[src/rtl/adc_serial.sv]
// Multi-cycle slice-serial adder/subtractor with carry-in and a start/busy/done handshake.
// One SLICE-bit chunk is summed per clock; the carry ripples through a register between slices.
module adc_serial #(
  parameter int WIDTH = 32,
  parameter int SLICE = 8
) (
  input  logic             clk,
  input  logic             rst_n,
  input  logic             start,
  input  logic             sub,
  input  logic [WIDTH-1:0] A,
  input  logic [WIDTH-1:0] B,
  input  logic             C0,
  output logic             busy,
  output logic             done,
  output logic [WIDTH-1:0] S,
  output logic             Co,
  output logic             V,
  output logic             Z
);

  localparam int N  = WIDTH / SLICE;
  localparam int KW = (N > 1) ? $clog2(N) : 1;

  generate
    if (SLICE < 1 || (WIDTH % SLICE) != 0) begin : g_bad_slice
      $error("adc_serial: WIDTH must be a positive multiple of SLICE");
    end
  endgenerate

  typedef enum logic {IDLE, RUN} state_t;

  state_t           state;
  logic [WIDTH-1:0] a;
  logic [WIDTH-1:0] b;
  logic [WIDTH-1:0] r;
  logic             c;
  logic [KW-1:0]    k;

  logic [SLICE:0]   sum;
  logic [WIDTH-1:0] r_next;
  logic             last;

  // Current slice sum, and the partial result with this slice merged in.
  always_comb begin
    sum    = {1'b0, a[32'(k)*SLICE +: SLICE]} + {1'b0, b[32'(k)*SLICE +: SLICE]}
             + {{SLICE{1'b0}}, c};
    r_next = r;
    r_next[32'(k)*SLICE +: SLICE] = sum[SLICE-1:0];
    last   = (k == KW'(N-1));
  end

  always_ff @(posedge clk or negedge rst_n) begin
    if (!rst_n) begin
      state <= IDLE;
      busy  <= 1'b0;
      done  <= 1'b0;
      S     <= '0;
      Co    <= 1'b0;
      V     <= 1'b0;
      Z     <= 1'b0;
      a     <= '0;
      b     <= '0;
      r     <= '0;
      c     <= 1'b0;
      k     <= '0;
    end else begin
      done <= 1'b0;
      case (state)
        IDLE: begin
          if (start) begin
            // Subtraction is folded into an add of the inverted operand and inverted borrow.
            a     <= A;
            b     <= sub ? ~B : B;
            c     <= sub ? ~C0 : C0;
            k     <= '0;
            busy  <= 1'b1;
            state <= RUN;
          end
        end
        RUN: begin
          r <= r_next;
          c <= sum[SLICE];
          k <= k + 1'b1;
          if (last) begin
            S     <= r_next;
            Co    <= sum[SLICE];
            Z     <= (r_next == '0);
            V     <= (a[WIDTH-1] == b[WIDTH-1]) && (r_next[WIDTH-1] != a[WIDTH-1]);
            done  <= 1'b1;
            busy  <= 1'b0;
            state <= IDLE;
          end
        end
        default: state <= IDLE;
      endcase
    end
  end

endmodule
[config.mk]
export PLATFORM = sky130hd
export DESIGN_NAME = adc_serial
export DESIGN_NICKNAME = d
export VERILOG_FILES = /design/src/rtl/adc_serial.sv
export SDC_FILE = /design/constraint.sdc
export NUM_CORES = 1
export LEC_CHECK = 0
export BUFFER_PORTS_ARGS = -buffer_cell sky130_fd_sc_hd__buf_2
export CORE_ASPECT_RATIO = 0.6
export CORE_MARGIN = 2
export CORE_UTILIZATION = 30
export CTS_BUF_LIST = sky130_fd_sc_hd__clkbuf_2 sky130_fd_sc_hd__clkbuf_4 sky130_fd_sc_hd__clkbuf_8
export DETAILED_ROUTE_END_ITERATION = 10
export PLACE_DENSITY = 0.53
export RECOVER_POWER = 100
export SYNTH_ARGS = -nofsm -noshare
export SYNTH_HDL_FRONTEND = slang
export SYNTH_SLANG_ARGS = --single-unit
[constraint.sdc]
create_clock -name clk -period 7.6 [get_ports clk]
set_input_delay 1.52 -clock clk [delete_from_list [all_inputs] [get_ports clk]]
set_output_delay 1.52 -clock clk [all_outputs]
set_load 0.01 [all_outputs]
==> results.py <==
metrics = {
    "critical_path": {
        "crit_fanout": 17,
        "worstSetupStartpointType": "register",
        "worstSetupPathType": "register to register",
        "crit_required_ns": 7.93,
        "cp.arrival_ns": 5.32,
        "endpoint_kind": "register",
        "r2r_slack_ns": 2.61,
    },
    "place": {
        "hpwl_um": 13300,
        "dpl.cell_count": 966,
        "gp_congestion": 0.816,
        "post-place-ws_ns": 3.56,
        "numPortBuffers": 105,
    },
    "yosys": {
        "syn_area_per_cell_sq_um": 11.1,
        "ys_warn_count": 0,
        "syn-num-nets": 692,
        "synth_top_family_by_area": "compound AO/OA/AOI/OAI gates",
        "synth_top_area_share_pct": 50.9,
        "synth.distinct_cells": 59,
        "synthXorXnorAreaFrac_pct": 5.07,
        "synth-seq-area-share_pct": 50.9,
        "syn_inst": 608,
        "synth_most_common_cell": "dfrtp_1",
        "synth.area.top_cells": "dfrtp_1, mux2_2, o21ai_0",
        "ys_ff_latch": 137,
        "synthTopCellsByCount": "dfrtp_1, nand2_1, o21ai_0",
        "syn_area_sq_um": 6730,
        "synthFlopType": "dfrtp_1",
        "yosys.area_share.adder_pct": 3.01,
        "synth_mux_area_share_pct": 11.2,
        "synth-async-reset-ratio_pct": 100,
        "synth_edf_count": 0,
        "synth_compound_area_share_pct": 15.2,
        "synth.largest_area_cell": "dfrtp_1",
        "synthSimpleGateAreaFrac_pct": 11.2,
    },
    "floorplan": {
        "die-area_sq_um": 23700,
        "core_area_sq_um": 22000,
        "die_w_um": 197,
        "num_rows": 42,
        "ios": 106,
        "start_util_pct": 30.6,
        "fp.dieH_um": 120,
    },
    "cts": {
        "worstSkewPairLatency_ns": 0.45,
        "cts_buffers": 17,
        "clkSinkCount": 137,
        "cts_root_buffer": "clkbuf_8",
        "cts_hold_buffers": 0,
        "postCtsSetupBuffers": 0,
        "cts_tree": "done",
        "htreeDepth": 4,
        "cts_buffer_depth": 2,
        "clkTransAtPathRegs_ns": 0.09,
        "ctsResizeCount": 0,
    },
    "sta": {
        "tightest_slew_ns": 3.98,
        "setup-violations-final": 0,
        "fin_ws_ns": 2.61,
        "maxSlewViolCount": 217,
        "fin_crit_ns": 4.99,
        "fin_crit_sh_pct": 65.7,
        "fin_skew_ns": 0.0197,
        "fmax_ghz": 0.200,
        "final.setup.tns_ns": 0,
        "hold_viol_final": 0,
        "maxSlewHeadroom_pct": -165,
        "rsz0062_at_grt": "false",
    },
    "routing": {
        "dr.pass1.iters": 5,
        "avgRoutedWirePerCell_um": 18.5,
        "drcViolationCount": 0,
        "postRouteAntennaNets": 0,
        "avgViaCountPerCell": 5.02,
        "wirelength_um": 18500,
        "wl_met3_um": 1240,
        "num_vias": 5011,
        "top_layer_used": "met4",
        "routed-wl-met2_um": 6980,
        "wl_met1_um": 10200,
        "drtIter0Drc": 315,
    },
    "finish": {
        "antennaDiodeCount": 0,
        "fin_nets": 783,
        "syn2layout_area_growth_pct": 15.8,
        "drive_above_1_share_pct": 21.8,
        "final_util_pct": 35.4,
        "finalNonFillerCells": 998,
    },
    "global_route": {
        "overflow": 0,
        "grt_max_degree": 98,
        "grt_usage_pct": 16.5,
        "grt_pass1_wl_um": 29700,
        "antenna_found_initial": 0,
        "grt_pass1_vias": 5024,
    },
    "status": {
        "status": "finished, violations left",
        "violations": "capacitance limit, slew limit",
    },
    "hold_path": {
        "min_path_type": "register to register",
    },
    "job": {
        "drv_cap": 3,
    },
}
stage by stage:
stage,hold slack (ns),area (sq um)
floorplan,0.442,6730
global placement,0.456,7480
detailed placement,0.470,7480
global route,0.515,7790
finish,0.484,7790
CTS,0.487,7910
cell families (layout without fill, tap and decap cells):
group,count (synthesis),in the layout
mux,51,51
fa+ha+maj,15,15
simple gates,164,164
buf+inv,51,155
compound gates,151,151
xor+xnor,39,39
flops,137,137
flip-flops by register name (all words and copies together) (netlist names):
name,flops
done,1
k,2
V,1
state,1
busy,1
r,32
Co,1
S,32
c,1
b,32
Z,1
a,32
critical path, cell delays in order, from the launching register on:
cell      delay, ns
dfrtp_1        0.64
clkbuf_1       1.04
mux4_2         0.65
fa_1           0.50
fa_1           0.49
a211oi_1       0.34
o21ai_0        0.14
o211ai_1       0.45
a22oi_1        0.20
o41ai_1        0.42
final timing paths:
check / cells past startpoint / startpoint / end
max in group asynchronous: 2 / rst_n / S[30]$_DFFE_PN0P_
min in group asynchronous: 1 / rst_n / S[15]$_DFFE_PN0P_
setup reg to reg: 9 / k[0]$_DFFE_PN0P_ / Z$_DFFE_PN0P_
hold / removal: 2 / r[31]$_DFFE_PN0P_ / r[31]$_DFFE_PN0P_
hold reg to reg: 2 / r[31]$_DFFE_PN0P_ / r[31]$_DFFE_PN0P_
setup / recovery: 9 / k[0]$_DFFE_PN0P_ / Z$_DFFE_PN0P_
layout make-up:
type	count	area, sq um
clock buffers	19	255
multi-input cells	420	3030
well taps	286	358
fillers	2256	14200
repair buffers	110	507
inverters	13	48.8
clock inverters	13	170
flip-flops and latches	137	3430
cells in the final DEF, fill, tap and decap left out, types with 4 or more instances in the layout:
| cell type | count |
|---|---|
| clkinv_4 | 4 |
| buf_2 | 66 |
| nor2_1 | 46 |
| o211ai_1 | 7 |
| nand2_1 | 83 |
| o21a_1 | 4 |
| a2bb2oi_1 | 4 |
| mux2_2 | 33 |
| dfrtp_1 | 137 |
| o21ai_0 | 72 |
| ha_1 | 13 |
| a32o_1 | 7 |
| clkbuf_1 | 41 |
| nor3_1 | 4 |
| inv_1 | 12 |
| a221oi_1 | 17 |
| mux4_2 | 16 |
| clkbuf_8 | 18 |
| a211oi_1 | 5 |
| a21oi_1 | 15 |
| xnor2_1 | 36 |
| nor4_1 | 5 |
metal layers:
| layer | global-route usage [%] | vias up |
|---|---|---|
| met5 | 0 | - |
| met4 | 3.52 | 0 |
| met3 | 5.31 | 7 |
| met2 | 20.7 | 167 |
| met1 | 26.6 | 2462 |
| li1 | - | 2375 |
Power is not shown: default switching activity piles up to over one toggle a cycle in this logic, so the estimate is an artifact.
